[src/rtl/ram2axi.sv]
// ram2axi: moves bursts between a local single-port RAM and an AXI manager port.
// Optional PMU counters are built when RAM2AXI_PMU_EN is defined.
package ram2axi_pkg;

  localparam int AXI_ID_W   = 4;
  localparam int AXI_ADDR_W = 4;
  localparam int AXI_DATA_W = 32;
  localparam int AXI_STRB_W = AXI_DATA_W / 8;

  typedef logic [AXI_ID_W-1:0]   axi_id_t;
  typedef logic [AXI_ADDR_W-1:0] axi_addr_t;
  typedef logic [AXI_DATA_W-1:0] axi_data_t;
  typedef logic [AXI_STRB_W-1:0] axi_strb_t;

  typedef struct packed {
    logic      awvalid;
    axi_id_t   awid;
    axi_addr_t awaddr;
    logic [7:0] awlen;
    logic [2:0] awsize;
    logic [1:0] awburst;
    logic      wvalid;
    axi_data_t wdata;
    axi_strb_t wstrb;
    logic      wlast;
    logic      bready;
    logic      arvalid;
    axi_id_t   arid;
    axi_addr_t araddr;
    logic [7:0] arlen;
    logic [2:0] arsize;
    logic [1:0] arburst;
    logic      rready;
  } axi_mosi_t;

  typedef struct packed {
    logic      awready;
    logic      wready;
    logic      bvalid;
    axi_id_t   bid;
    logic [1:0] bresp;
    logic      arready;
    logic      rvalid;
    axi_id_t   rid;
    axi_data_t rdata;
    logic [1:0] rresp;
    logic      rlast;
  } axi_miso_t;

endpackage

module ram2axi
  import ram2axi_pkg::*;
#(
  parameter int ID_W_WIDTH     = 4,
  parameter int ID_R_WIDTH     = 4,
  parameter int ADDR_WIDTH     = 4,
  parameter int AXI_DATA_WIDTH = 32,
  parameter int BYTE_WIDTH     = 8,
  localparam int BATCH_WIDTH   = AXI_DATA_WIDTH / BYTE_WIDTH
) (
  input  logic                      clk_i,
  input  logic                      rst_n_i,
  input  logic                      cmd_valid_i,
  output logic                      cmd_ready_o,
  input  logic                      cmd_write_i,
  input  logic [ADDR_WIDTH-1:0]     cmd_axi_addr_i,
  input  logic [ADDR_WIDTH-1:0]     cmd_ram_addr_i,
  input  logic [7:0]                cmd_len_i,
  input  logic [ID_W_WIDTH-1:0]     cmd_id_i,
  output logic                      done_o,
  output logic [1:0]                resp_o,
  output logic [ADDR_WIDTH-1:0]     ram_addr_o,
  output logic [AXI_DATA_WIDTH-1:0] ram_wdata_o,
  output logic                      ram_we_o,
  output logic [BATCH_WIDTH-1:0]    ram_byte_en_o,
  input  logic [AXI_DATA_WIDTH-1:0] ram_rdata_i,
  output axi_mosi_t                 out_mosi_o,
  input  axi_miso_t                 out_miso_i
`ifdef RAM2AXI_PMU_EN
  ,
  output logic [31:0]               pmu_beats_o,
  output logic [31:0]               pmu_stall_o
`endif
);

  localparam logic [2:0] SIZE = 3'($clog2(BATCH_WIDTH));

  typedef enum logic [2:0] {
    IDLE, AW, W_FETCH, W_DATA, B, AR, R, DONE
  } state_t;

  state_t                    state;
  logic [ADDR_WIDTH-1:0]     aaddr_q;
  logic [ADDR_WIDTH-1:0]     raddr_q;
  logic [7:0]                len_q;
  logic [7:0]                cnt_q;
  logic [ID_W_WIDTH-1:0]     id_q;
  logic [1:0]                resp_q;
  logic                      wfirst_q;
  logic [AXI_DATA_WIDTH-1:0] wdata_q;

  logic [AXI_DATA_WIDTH-1:0] rdata;
  logic [AXI_DATA_WIDTH-1:0] wdata;
  logic [ID_R_WIDTH-1:0]     id_r;
  logic                      unused_ok;

  assign rdata = AXI_DATA_WIDTH'(out_miso_i.rdata);
  assign id_r  = ID_R_WIDTH'(id_q);
  assign unused_ok = ^{out_miso_i.bid, out_miso_i.rid};

  // RAM data arrives the cycle after W_FETCH; hold it for stalled beats
  assign wdata = wfirst_q ? ram_rdata_i : wdata_q;

  always_ff @(posedge clk_i) begin
    if (!rst_n_i) begin
      state    <= IDLE;
      aaddr_q  <= '0;
      raddr_q  <= '0;
      len_q    <= '0;
      cnt_q    <= '0;
      id_q     <= '0;
      resp_q   <= '0;
      wfirst_q <= 1'b0;
      wdata_q  <= '0;
    end else begin
      unique case (state)
        IDLE: begin
          if (cmd_valid_i) begin
            aaddr_q <= cmd_axi_addr_i;
            raddr_q <= cmd_ram_addr_i;
            len_q   <= cmd_len_i;
            cnt_q   <= cmd_len_i;
            id_q    <= cmd_id_i;
            resp_q  <= '0;
            state   <= cmd_write_i ? AW : AR;
          end
        end
        AW: begin
          if (out_miso_i.awready) state <= W_FETCH;
        end
        W_FETCH: begin
          wfirst_q <= 1'b1;
          state    <= W_DATA;
        end
        W_DATA: begin
          wfirst_q <= 1'b0;
          if (wfirst_q) wdata_q <= ram_rdata_i;
          if (out_miso_i.wready) begin
            raddr_q <= raddr_q + 1'b1;
            if (cnt_q == 8'd0) begin
              state <= B;
            end else begin
              cnt_q <= cnt_q - 8'd1;
              state <= W_FETCH;
            end
          end
        end
        B: begin
          if (out_miso_i.bvalid) begin
            resp_q <= out_miso_i.bresp;
            state  <= DONE;
          end
        end
        AR: begin
          if (out_miso_i.arready) state <= R;
        end
        R: begin
          if (out_miso_i.rvalid) begin
            raddr_q <= raddr_q + 1'b1;
            if (out_miso_i.rresp > resp_q)
              resp_q <= out_miso_i.rresp;
            if (out_miso_i.rlast || cnt_q == 8'd0)
              state <= DONE;
            else
              cnt_q <= cnt_q - 8'd1;
          end
        end
        DONE: begin
          state <= IDLE;
        end
        default: state <= IDLE;
      endcase
    end
  end

  assign cmd_ready_o = (state == IDLE);
  assign done_o      = (state == DONE);
  assign resp_o      = done_o ? resp_q : 2'b00;

  always_comb begin
    out_mosi_o    = '0;
    ram_addr_o    = '0;
    ram_wdata_o   = '0;
    ram_we_o      = 1'b0;
    ram_byte_en_o = '0;
    unique case (state)
      AW: begin
        out_mosi_o.awvalid = 1'b1;
        out_mosi_o.awid    = axi_id_t'(id_q);
        out_mosi_o.awaddr  = axi_addr_t'(aaddr_q);
        out_mosi_o.awlen   = len_q;
        out_mosi_o.awsize  = SIZE;
        out_mosi_o.awburst = 2'b01;
      end
      W_FETCH: begin
        ram_addr_o = raddr_q;
      end
      W_DATA: begin
        out_mosi_o.wvalid = 1'b1;
        out_mosi_o.wdata  = axi_data_t'(wdata);
        out_mosi_o.wstrb  = axi_strb_t'({BATCH_WIDTH{1'b1}});
        out_mosi_o.wlast  = (cnt_q == 8'd0);
      end
      B: begin
        out_mosi_o.bready = 1'b1;
      end
      AR: begin
        out_mosi_o.arvalid = 1'b1;
        out_mosi_o.arid    = axi_id_t'(id_r);
        out_mosi_o.araddr  = axi_addr_t'(aaddr_q);
        out_mosi_o.arlen   = len_q;
        out_mosi_o.arsize  = SIZE;
        out_mosi_o.arburst = 2'b01;
      end
      R: begin
        out_mosi_o.rready = 1'b1;
        if (out_miso_i.rvalid) begin
          ram_we_o      = 1'b1;
          ram_byte_en_o = '1;
          ram_wdata_o   = rdata;
          ram_addr_o    = raddr_q;
        end
      end
      default: ;
    endcase
  end

`ifdef RAM2AXI_PMU_EN
  logic beat;
  logic stall;

  assign beat =
    (out_mosi_o.wvalid & out_miso_i.wready) |
    (out_mosi_o.rready & out_miso_i.rvalid);

  assign stall =
    (out_mosi_o.awvalid & ~out_miso_i.awready) |
    (out_mosi_o.wvalid  & ~out_miso_i.wready)  |
    (out_mosi_o.arvalid & ~out_miso_i.arready) |
    (out_miso_i.bvalid  & ~out_mosi_o.bready)  |
    (out_miso_i.rvalid  & ~out_mosi_o.rready);

  always_ff @(posedge clk_i) begin
    if (!rst_n_i) begin
      pmu_beats_o <= '0;
      pmu_stall_o <= '0;
    end else begin
      if (beat && pmu_beats_o != '1)
        pmu_beats_o <= pmu_beats_o + 32'd1;
      if (stall && pmu_stall_o != '1)
        pmu_stall_o <= pmu_stall_o + 32'd1;
    end
  end
`endif

endmodule

[config.mk]
export PLATFORM = sky130hd
export DESIGN_NAME = ram2axi
export DESIGN_NICKNAME = d
export VERILOG_FILES = /design/src/rtl/ram2axi.sv
export SDC_FILE = /design/constraint.sdc
export NUM_CORES = 1
export LEC_CHECK = 0
export BUFFER_PORTS_ARGS = -buffer_cell sky130_fd_sc_hd__clkbuf_2
export CAP_MARGIN = 20
export CELL_PAD_IN_SITES_DETAIL_PLACEMENT = 2
export CELL_PAD_IN_SITES_GLOBAL_PLACEMENT = 2
export CORE_UTILIZATION = 24
export CTS_BUF_LIST = sky130_fd_sc_hd__clkbuf_16
export DETAILED_ROUTE_END_ITERATION = 10
export GPL_TIMING_DRIVEN = 0
export PLACE_DENSITY_LB_ADDON = 0.05
export SETUP_SLACK_MARGIN = 0.4
export SLEW_MARGIN = 20
export SYNTH_ARGS = -nofsm -noshare
export SYNTH_HDL_FRONTEND = slang
export SYNTH_SLANG_ARGS = --single-unit
[constraint.sdc]
create_clock -name clk_i -period 3.62 [get_ports clk_i]
set_input_delay 1.086 -clock clk_i [delete_from_list [all_inputs] [get_ports clk_i]]
set_output_delay 1.086 -clock clk_i [all_outputs]
set_load 0.1 [all_outputs]
==> results.txt, run 1 <==
----------------------------------------------------
[Die]
  Floorplan row count ... 47
  Floorplan die width ... 133 um
  Initial standard-cell utilization of the core ... 0.247
  Height of the die ... 133 um
  I/O pin count ... 235
  Core region area ... 16600 um2
  Die area ... 17600 um2

[Setup path]
  Largest fanout on the critical path ... 7
  Worst Setup Path Type ... in2out
  Most frequent cell on the critical path ... sky130_fd_sc_hd__buf_8
  Number of buffers and inverters on the critical path ... 4
  CP Capture Type ... output port
  Sequence of cells on the critical path ... buf_8 -> and4b_2 -> buf_8 -> clkbuf_16 -> and2_4 -> buf_8
  Required time of the worst setup path ... 2.53 ns
  Reg2reg start ... state[0]
  Largest incremental delay on the critical path ... 0.30 ns
  Slowest cell on the critical path ... sky130_fd_sc_hd__and4b_2
  Largest delay contributor family on the critical path ... buffers and inverters
  Critical path launch point type ... primary input
  WP data arrival ... 2.15 ns
  Crit path from ... out_miso_i[39]

[Clock tree]
  Num CTS Buffers ... 9
  CTS Root Buffer Type ... sky130_fd_sc_hd__clkbuf_16
  Later-pin clock latency in the skew report ... 0.34 ns
  Total clock sinks ... 66
  Deepest level of the CTS H-tree ... 3
  Clock transition at the register clock pins on the worst setup and hold paths after CTS ... 0.05 ns
  Number of buffers on the longest clock path ... 2
  Hold bufs inserted after CTS ... 0
  Clock tree from TritonCTS ... yes

[Hold path]
  Launch point of the worst hold path ... wdata_q[15]
  Type of the tightest min-delay check ... reg2reg

[Power and ir drop]
  Pwr Density ... 611 nW/um2
  Static leakage ... 3.03 nW
  VDD IR-drop max ... 0.258 mV

[Logic synthesis]
  Fraction of registers with async set/reset ... 0
  Leading cell types by total area after synthesis ... sky130_fd_sc_hd__dfxtp_1 (32%), sky130_fd_sc_hd__and2_1 (11%), sky130_fd_sc_hd__nand2_1 (11%)
  Most used flip-flop cell after synthesis ... sky130_fd_sc_hd__dfxtp_1
  Synthesized netlist cell count ... 557
  Post-synthesis cell area ... 4110 um2
  Most repeated cell in the gate-level netlist after synthesis ... sky130_fd_sc_hd__nand2_1
  Part of the Yosys area used for sequential elements ... 0.322
  Synth warn ... 0
  Synthesized area per cell ... 7.37 um2
  Proportion of netlist area held by the largest area contributor ... 0.322
  Cell taking the most area after synthesis ... sky130_fd_sc_hd__dfxtp_1
  Top cells by instance count after synthesis ... sky130_fd_sc_hd__nand2_1 (115), sky130_fd_sc_hd__and2_1 (70), sky130_fd_sc_hd__dfxtp_1 (66)
  Post-synth EDFFs ... 0
  Yosys reg bits ... 66
  Cell variety after synth ... 50

[Global routing]
  Remaining global-route overflow ... 0
  Maximum number of pins on one net before global-route repair ... 15
  GR Util All Layers ... 0.234
  Wire length of the first global-routing pass ... 31500 um
  Number of global-route vias before repair ... 5375
  Number of antenna violations at the first check in global routing ... 0

[STA]
  Setup repair after global routing missed its margin ... yes
  Least-Margin Pin Slew ... 0.776 ns
  Minimum period implied by the final worst setup slack ... 3.24 ns
  Final Skew ... 0.00783 ns
  Max frequency ... 309 MHz
  Normalized max-slew margin ... 0.483
  Slew Viols, Final ... 0
  Post-route fraction of the period consumed by the critical path ... 0.894
  Final setup TNS ... 0 ns
  Final setup vio count ... 0
  Hold violation count in the final report ... 0

[Job]
  Max-cap violation count ... 0

[Detailed routing]
  Count of vias placed by the detailed router ... 4922
  Wire length per cell after detailed routing ... 21.7 um
  Number of remaining DRC errors ... 0
  Violation count after the first detailed-route iteration ... 164
  Number of antenna-violating nets in the routed design ... 0
  Avg Vias per Cell ... 4.80
  Total routed wirelength ... 22200 um
  Detailed-routing iteration count for the pre-antenna-repair pass ... 4

[Run status]
  Result of the run ... complete, no violations

[Finish]
  Layout cells sized above 1 ... 0.453
  Final nets ... 913
  Diodes inserted ... 0
  Fill count ... 1922
  Final cell utilization of the core ... 0.421
  Area added between synthesis and finish ... 70.5%

[Place]
  HPWL Detailed ... 14200 um
  PortBufs ... 220
  Gpl congestion ... 0.790

----------------------------------------------------
## logic make-up after synthesis
family / count (synthesis) / synth area share
other: 1 / 0.000913
DFF: 66 / 0.322
muxes: 40 / 0.0981
and+or+nand+nor: 271 / 0.326
xor gates and xnor gates: 2 / 0.00427
AOI/OAI and AO/OA: 100 / 0.147
adders and majority gates: 5 / 0.0152
buffers and inverters: 72 / 0.0862
## routing by layer
layer,part of all wire,track usage,vias to the layer above
met5,0,0,-
li1,-,-,2331
met4,0.028,0.0651,0
met3,0.049,0.0602,25
met1,0.40,0.267,2395
met2,0.53,0.426,171
## power by group
part           internal, mW  total (mW)  switching [mW]
registers             0.840       0.939          0.0991
clock network         0.448       0.770           0.323
logic                 0.781        2.57            1.79
total                  2.07        4.28            2.21
## layout make-up
type / instances / area [um2] / area share
Buffer: 61 / 405 / 0.0579
Inverter: 11 / 41.3 / 0.00590
Sequential cell: 66 / 1320 / 0.189
Clock buffer: 9 / 225 / 0.0322
Timing Repair Buffer: 229 / 2070 / 0.295
Clock inverter: 5 / 25.0 / 0.00357
Multi-Input combinational cell: 424 / 2640 / 0.377
Tap cell: 220 / 275 / 0.0393
## state kept, by name, summed over array words and instances, names as in the netlist
name      cells
id_q          4
len_q         8
cnt_q         8
raddr_q       4
state         3
wfirst_q      1
resp_q        2
wdata_q      32
aaddr_q       4
## final timing paths
check                          to  slack [ns]  depth (start not counted)
hold / removal        wdata_q[15]        0.46                          2
setup reg to reg         cnt_q[4]        1.18                          8
hold reg to reg       wdata_q[15]        0.46                          2
setup / recovery  ram_wdata_o[22]        0.38                          6
## cells in the final DEF, fill, tap and decap left out, types with 10 or more instances in the layout
cell / instances
sky130_fd_sc_hd__a21oi_1: 61
sky130_fd_sc_hd__and2_1: 18
sky130_fd_sc_hd__and2_2: 23
sky130_fd_sc_hd__and2_4: 29
sky130_fd_sc_hd__buf_2: 11
sky130_fd_sc_hd__buf_4: 55
sky130_fd_sc_hd__buf_6: 11
sky130_fd_sc_hd__buf_8: 12
sky130_fd_sc_hd__clkbuf_1: 16
sky130_fd_sc_hd__clkbuf_16: 38
sky130_fd_sc_hd__clkbuf_2: 118
sky130_fd_sc_hd__clkbuf_4: 33
sky130_fd_sc_hd__dfxtp_1: 66
sky130_fd_sc_hd__inv_1: 12
sky130_fd_sc_hd__mux2i_1: 38
sky130_fd_sc_hd__nand2_1: 115
sky130_fd_sc_hd__nor2_1: 32
sky130_fd_sc_hd__o21ai_0: 10
## worst min-delay path, cell delays in order (launching register included)
cell and delay (ns):
sky130_fd_sc_hd__dfxtp_1 0.30, sky130_fd_sc_hd__nand2_1 0.05, sky130_fd_sc_hd__a21oi_1 0.05
## through the flow
step	std cells	power [mW]	cell area (um2)	setup slack, ns	hold slack (ns)
after floorplan	562	2.76	4300	-0.0568	0.436
after global placement	1002	3.23	5670	-0.121	0.441
after detailed placement	1002	3.31	5670	-0.163	0.456
after CTS	1019	4.20	6740	0.290	0.462
after global routing	1025	4.51	7000	0.347	0.485
final	1025	4.28	7000	0.383	0.459
## repair_timing
action / in CTS / in global routing
setup endpoints to repair: 113 / 104
buffers inserted: 3 / 2
pin swaps: 2 / 18
gates cloned: 0 / 4
gates resized for setup: 177 / 120
Note: power is estimated with default switching activity, not from simulation.
==> inputs of run 2 (changes only) <==
--- a/config.mk
+++ b/config.mk
@@ -5,11 +5,12 @@
 export SDC_FILE = /design/constraint.sdc
 export NUM_CORES = 1
 export LEC_CHECK = 0
+export ABC_AREA = 1
 export BUFFER_PORTS_ARGS = -buffer_cell sky130_fd_sc_hd__clkbuf_2
 export CAP_MARGIN = 20
 export CELL_PAD_IN_SITES_DETAIL_PLACEMENT = 2
 export CELL_PAD_IN_SITES_GLOBAL_PLACEMENT = 2
-export CORE_UTILIZATION = 24
+export CORE_UTILIZATION = 23
 export CTS_BUF_LIST = sky130_fd_sc_hd__clkbuf_16
 export DETAILED_ROUTE_END_ITERATION = 10
 export GPL_TIMING_DRIVEN = 0
==> run 2 against run 1 <==
Net effect:
- core utilization fell by 4.6 points
- via count increased by 7.6%
- sequential share of layout area is 0.73 points higher
- first-iteration DRC count is 48% lower
- largest cell class unchanged
- largest power group unchanged
==> results.txt, run 2 <==
----------------------------------------------------
[Run status]
  Result of the run ... complete, no violations

[Clock tree]
  Number of buffers on the longest clock path ... 2
  Clock tree from TritonCTS ... yes
  CTS Root Buffer Type ... sky130_fd_sc_hd__clkbuf_16
  Hold bufs inserted after CTS ... 0
  Deepest level of the CTS H-tree ... 3
  Clock transition at the register clock pins on the worst setup and hold paths after CTS ... 0.06 ns
  Total clock sinks ... 66
  Num CTS Buffers ... 9
  Later-pin clock latency in the skew report ... 0.33 ns

[STA]
  Final Skew ... 0.00856 ns
  Slew Viols, Final ... 0
  Hold violation count in the final report ... 0
  Minimum period implied by the final worst setup slack ... 3.14 ns
  Final setup TNS ... 0 ns
  Final setup vio count ... 0
  Setup repair after global routing missed its margin ... no
  Normalized max-slew margin ... 0.557
  Least-Margin Pin Slew ... 0.657 ns
  Post-route fraction of the period consumed by the critical path ... 0.868
  Max frequency ... 318 MHz

[Logic synthesis]
  Synth warn ... 0
  Proportion of netlist area held by the largest area contributor ... 0.312
  Leading cell types by total area after synthesis ... sky130_fd_sc_hd__dfxtp_1 (31%), sky130_fd_sc_hd__nand2_1 (23%), sky130_fd_sc_hd__nor2_1 (9.3%)
  Yosys reg bits ... 66
  Cell variety after synth ... 34
  Cell taking the most area after synthesis ... sky130_fd_sc_hd__dfxtp_1
  Fraction of registers with async set/reset ... 0
  Most used flip-flop cell after synthesis ... sky130_fd_sc_hd__dfxtp_1
  Most repeated cell in the gate-level netlist after synthesis ... sky130_fd_sc_hd__nand2_1
  Post-synthesis cell area ... 4240 um2
  Part of the Yosys area used for sequential elements ... 0.312
  Synthesized netlist cell count ... 722
  Top cells by instance count after synthesis ... sky130_fd_sc_hd__nand2_1 (265), sky130_fd_sc_hd__nor2_1 (105), sky130_fd_sc_hd__inv_1 (83)
  Post-synth EDFFs ... 0
  Synthesized area per cell ... 5.87 um2

[Finish]
  Registers with the highest flip-flop counts ... wdata_q (32), cnt_q (8), len_q (8)
  Final Instance Count excl. Fillers ... 1193
  Area added between synthesis and finish ... 59.1%
  Fill count ... 2224
  Largest reg by FF count ... wdata_q
  Layout cells sized above 1 ... 0.389
  Leading cell types in the layout, fill and taps excluded ... sky130_fd_sc_hd__nand2_1 (264), sky130_fd_sc_hd__clkbuf_2 (142), sky130_fd_sc_hd__inv_1 (83)
  Most common cell after layout, fill and taps aside ... sky130_fd_sc_hd__nand2_1
  Number of flip-flops in the largest register ... 32
  Diodes inserted ... 0
  Final nets ... 1070

[Detailed routing]
  Detailed-routing iteration count for the pre-antenna-repair pass ... 4
  Wire length per cell after detailed routing ... 15.1 um
  Number of antenna-violating nets in the routed design ... 0
  Total routed wirelength ... 18000 um
  Count of vias placed by the detailed router ... 5297
  Number of remaining DRC errors ... 0
  Violation count after the first detailed-route iteration ... 85
  Avg Vias per Cell ... 4.44

[Place]
  Instance count after placement with tap cells included ... 1175
  Gpl congestion ... 0.777
  PortBufs ... 219
  HPWL Detailed ... 14600 um

[Die]
  Initial standard-cell utilization of the core ... 0.235
  Floorplan die width ... 138 um
  Core region area ... 18000 um2
  Height of the die ... 138 um
  I/O pin count ... 235
  Floorplan row count ... 49
  Die area ... 19000 um2

[Hold path]
  Type of the tightest min-delay check ... reg2reg
  Launch point of the worst hold path ... wdata_q[30]

[Setup path]
  WP data arrival ... 2.06 ns
  CP Capture Type ... output port
  Worst Setup Path Type ... reg2out
  Sequence of cells on the critical path ... buf_6 -> inv_6 -> nand3_4 -> buf_8 -> inv_2 -> nand2_4 -> clkinvlp_4 -> buf_4 -> clkbuf_2
  Required time of the worst setup path ... 2.53 ns
  Number of buffers and inverters on the critical path ... 7
  Largest incremental delay on the critical path ... 0.45 ns
  Critical path launch point type ... register
  Reg-to-reg slack, setup ... 1.90 ns
  Reg2reg start ... state[1]
  Largest delay contributor family on the critical path ... buffers and inverters
  Crit path from ... state[0]
  Largest fanout on the critical path ... 10
  Slowest cell on the critical path ... sky130_fd_sc_hd__clkbuf_2

[Power and ir drop]
  Static leakage ... 3.50 nW
  VDD IR-drop max ... 0.318 mV
  Pwr Density ... 736 nW/um2

[Global routing]
  Number of global-route vias before repair ... 5731
  Wire length of the first global-routing pass ... 28200 um
  Maximum number of pins on one net before global-route repair ... 15
  Number of antenna violations at the first check in global routing ... 0
  GR Util All Layers ... 0.192
  Remaining global-route overflow ... 0

[Job]
  Max-cap violation count ... 0

----------------------------------------------------
## run 2: path summary, 6_finish.rpt
check                     end  cells after the start
setup / recovery     ram_we_o                      9
hold / removal    wdata_q[30]                      2
setup reg to reg     cnt_q[3]                     10
hold reg to reg   wdata_q[30]                      2
## run 2: power by group
group	switching (mW)	internal (mW)	total (mW)
sequential	0.0867	0.893	0.979
clock	0.343	0.526	0.869
combinational	2.32	0.795	3.11
total	2.75	2.21	4.96
## run 2: worst min-delay path, delay by kind of cell, from the launching register on
family             cells  cell delay, ns
and+or+nand+nor        1            0.06
DFF                    1            0.31
AOI/OAI and AO/OA      1            0.05
## run 2: kinds of logic (layout without fill, tap and decap cells)
group | Yosys count | in the layout | share of synthesized area
other | 1 | 6 | 0.000885
flip-flops | 66 | 66 | 0.312
buffers and inverters | 146 | 383 | 0.161
AND/OR/NAND/NOR | 414 | 414 | 0.402
AO/OA/AOI/OAI | 90 | 90 | 0.110
adder cells (fa/ha/maj) | 5 | 5 | 0.0148
## run 2: layer usage
metal,track usage,up-vias,share of wire
li1,-,2639,-
met1,0.213,2498,0.41
met2,0.363,145,0.52
met3,0.0482,15,0.059
met4,0.0429,0,0.010
met5,0,-,0
## run 2: layout make-up
| type | count | area, um2 | area share |
|---|---|---|---|
| multi-input combinational | 515 | 2720 | 0.402 |
| clock buffer | 9 | 225 | 0.0334 |
| timing repair buffer | 221 | 1360 | 0.202 |
| clock inverter | 7 | 62.6 | 0.00927 |
| tap | 229 | 287 | 0.0425 |
| buffer | 56 | 419 | 0.0621 |
| inverter | 90 | 354 | 0.0525 |
| sequential | 66 | 1320 | 0.196 |
## run 2: stage by stage
step	hold slack, ns	util	worst slack [ns]	power [mW]	area, um2
2_1_floorplan	0.445	-	-0.102	3.41	4780
3_3_place_gp	0.451	0.342	0.217	3.95	6160
3_5_place_dp	0.459	0.342	0.166	4.06	6160
4_1_cts	0.468	0.372	0.333	5.02	6700
5_1_grt	0.493	0.374	0.386	5.32	6750
6_report	0.467	0.374	0.478	4.96	6750
## run 2: timing repair
action	in CTS	in global routing
setup buffers	1	1
endpoints found under the setup margin	80	60
pin swaps	0	0
resized for setup	92	34
==> inputs of run 3 (changes only) <==
--- a/config.mk
+++ b/config.mk
@@ -10,10 +10,9 @@
 export CAP_MARGIN = 20
 export CELL_PAD_IN_SITES_DETAIL_PLACEMENT = 2
 export CELL_PAD_IN_SITES_GLOBAL_PLACEMENT = 2
-export CORE_UTILIZATION = 23
+export CORE_UTILIZATION = 21
 export CTS_BUF_LIST = sky130_fd_sc_hd__clkbuf_16
 export DETAILED_ROUTE_END_ITERATION = 10
-export GPL_TIMING_DRIVEN = 0
 export PLACE_DENSITY_LB_ADDON = 0.05
 export SETUP_SLACK_MARGIN = 0.4
 export SLEW_MARGIN = 20
==> constraint.sdc (replaced) <==
create_clock -name clk_i -period 3.1 [get_ports clk_i]
set_input_delay 0.93 -clock clk_i [delete_from_list [all_inputs] [get_ports clk_i]]
set_output_delay 0.93 -clock clk_i [all_outputs]
set_load 0.1 [all_outputs]
==> run 3 against run 2 <==
Net effect:
- die area grew 9.4%
- critical path type is now in2out
- power grew 20%
- sequential share of layout area shrank 3.2 points
- hold slack lost 0.00072 ns
- largest cell class is now buffers
- clock-buffer cell count is the same
- sequential power grew 22%
==> results.txt, run 3 (same netlist as run 2, synthesis figures left out) <==
----------------------------------------------------
[Setup path]
  Endpoint of the lowest-slack register-to-register path ... cnt_q[1]
  Reg2reg start ... state[2]
  Worst R2R Path Depth ... 11
  Required time of the worst setup path ... 2.17 ns
  CP Capture Type ... output port
  Critical path launch point type ... primary input
  Largest fanout on the critical path ... 4
  Worst Setup Path Type ... in2out
  Reg-to-reg slack, setup ... 0.99 ns
  WP data arrival ... 1.72 ns

[Finish]
  Number of flip-flops in the largest register ... 32
  Registers with the highest flip-flop counts ... wdata_q (32), cnt_q (8), len_q (8)
  Fill count ... 2289
  Final cell utilization of the core ... 0.414
  Diodes inserted ... 0
  Final nets ... 1039
  Multi-input gate area in the final layout ... 2750 um2
  Leading cell types in the layout, fill and taps excluded ... sky130_fd_sc_hd__nand2_1 (264), sky130_fd_sc_hd__buf_12 (115), sky130_fd_sc_hd__clkbuf_2 (98)
  Area added between synthesis and finish ... 91.9%
  Post-Layout Inst Area ... 8140 um2
  Layout cells sized above 1 ... 0.388
  Area taken by flip-flops and latches ... 1330 um2
  Largest reg by FF count ... wdata_q
  Most common cell after layout, fill and taps aside ... sky130_fd_sc_hd__nand2_1

[Place]
  PortBufs ... 220
  Gpl congestion ... 0.748
  Placed cell areas ... 7730 um2
  HPWL Detailed ... 15200 um
  Placement-stage worst setup slack ... 0.318 ns

[Detailed routing]
  Avg Vias per Cell ... 4.36
  Number of antenna-violating nets in the routed design ... 0
  Count of vias placed by the detailed router ... 5210
  Wire length per cell after detailed routing ... 15.8 um
  Total routed wirelength ... 18900 um
  Detailed-routing iteration count for the pre-antenna-repair pass ... 4
  Violation count after the first detailed-route iteration ... 144
  Number of remaining DRC errors ... 0

[STA]
  Hold violation count in the final report ... 0
  Max frequency ... 378 MHz
  Setup repair after global routing missed its margin ... yes
  Normalized max-slew margin ... 0.390
  Least-Margin Pin Slew ... 0.910 ns
  Slew Viols, Final ... 0
  Post-route fraction of the period consumed by the critical path ... 0.854
  Final setup vio count ... 0
  Minimum period implied by the final worst setup slack ... 2.65 ns
  Final Skew ... 0.00564 ns
  Final WS setup ... 0.454 ns
  Worst hold margin ... 0.466 ns

[Global routing]
  Remaining global-route overflow ... 0
  Number of global-route vias before repair ... 5751
  Number of antenna violations at the first check in global routing ... 1
  GR Util All Layers ... 0.185
  Wire length of the first global-routing pass ... 29600 um
  Maximum number of pins on one net before global-route repair ... 35

[Hold path]
  Type of the tightest min-delay check ... reg2reg
  Launch point of the worst hold path ... wdata_q[15]
  Worst hold path depth ... 2
  Hold Crit Endpoint ... wdata_q[15]

[Clock tree]
  Total clock sinks ... 66
  Later-pin clock latency in the skew report ... 0.34 ns
  Num CTS Buffers ... 9
  Number of buffers on the longest clock path ... 2
  Clock transition at the register clock pins on the worst setup and hold paths after CTS ... 0.05 ns
  CTS Root Buffer Type ... sky130_fd_sc_hd__clkbuf_16
  Clock tree from TritonCTS ... yes
  Deepest level of the CTS H-tree ... 3

[Power and ir drop]
  Pwr Density ... 735 nW/um2
  Static leakage ... 3.63 nW
  VDD IR-drop max ... 0.325 mV

[Die]
  Die area ... 20800 um2
  Floorplan die width ... 144 um
  Initial standard-cell utilization of the core ... 0.216
  Core region area ... 19700 um2
  I/O pin count ... 235
  Floorplan row count ... 51
  Height of the die ... 144 um

[Job]
  Max-cap violation count ... 0

[Run status]
  Result of the run ... complete, no violations

----------------------------------------------------
-- run 3: cell count changes in the layout (fill, tap and decap cells not counted), sizes merged --
cell      change
buf         +100
bufinv        -1
clkbuf      -131
clkinv        +1
clkinvlp      +9
inv          -11
-- run 3: layout make-up --
type                            count  area share
Timing Repair Buffer              246       0.378
Multi-Input combinational cell    515       0.338
Sequential cell                    66       0.164
Inverter                           90      0.0486
Tap cell                          265      0.0408
Clock buffer                        9      0.0277
Clock inverter                      5     0.00292
-- run 3: layer usage --
layer	global-route usage	wire length [um]	vias up	share of wire
li1	-	-	2576	-
met1	0.202	7420	2463	0.39
met2	0.347	9770	156	0.52
met3	0.0520	1570	13	0.083
met4	0.0442	149	2	0.0079
met5	0	13	-	0.00069
-- run 3: what timing repair did --
item / CTS / global route
hold buffers: 0 / 0
endpoints found under the setup margin: 97 / 24
buffers inserted: 2 / 5
pin swaps: 1 / 3
gates resized for setup: 19 / 10
-- run 3: worst max-delay path, stage by stage --
cell,delay [ns]
sky130_fd_sc_hd__buf_8,0.10
sky130_fd_sc_hd__nand2_4,0.05
sky130_fd_sc_hd__clkinvlp_4,0.10
sky130_fd_sc_hd__a31oi_4,0.17
sky130_fd_sc_hd__buf_12,0.15
sky130_fd_sc_hd__nor2_4,0.04
sky130_fd_sc_hd__buf_12,0.16
-- run 3: report_power, final --
part           total (mW)  internal (mW)  switching [mW]  leakage [nW]
Sequential           1.19           1.05           0.142         0.540
Clock               0.896          0.522           0.374         0.120
Combinational        3.89           1.15            2.74          2.97
-- run 3: per-stage QoR --
| stage | cells | total power [mW] | setup TNS, ns |
|---|---|---|---|
| floorplan | 727 | 4.03 | -2.37 |
| global placement | 1175 | 4.85 | 0 |
| detailed placement | 1175 | 4.99 | 0 |
| CTS | 1191 | 6.00 | 0 |
| global route | 1196 | 6.38 | 0 |
| finish | 1196 | 5.98 | 0 |
-- run 3: worst max-delay path by stage --
stage | slack [ns] | startpoint | cells after the start | endpoint
final | 0.45 | out_miso_i[39] | 7 | ram_addr_o[3]
after global routing | 0.31 | cnt_q[0] | 7 | out_mosi_o[24]
after CTS | 0.38 | state[1] | 5 | out_mosi_o[11]
after detailed placement | 0.32 | out_miso_i[39] | 6 | ram_addr_o[0]
after global placement | 0.33 | out_miso_i[39] | 6 | ram_addr_o[0]
after floorplan | -0.17 | state[0] | 6 | out_mosi_o[72]
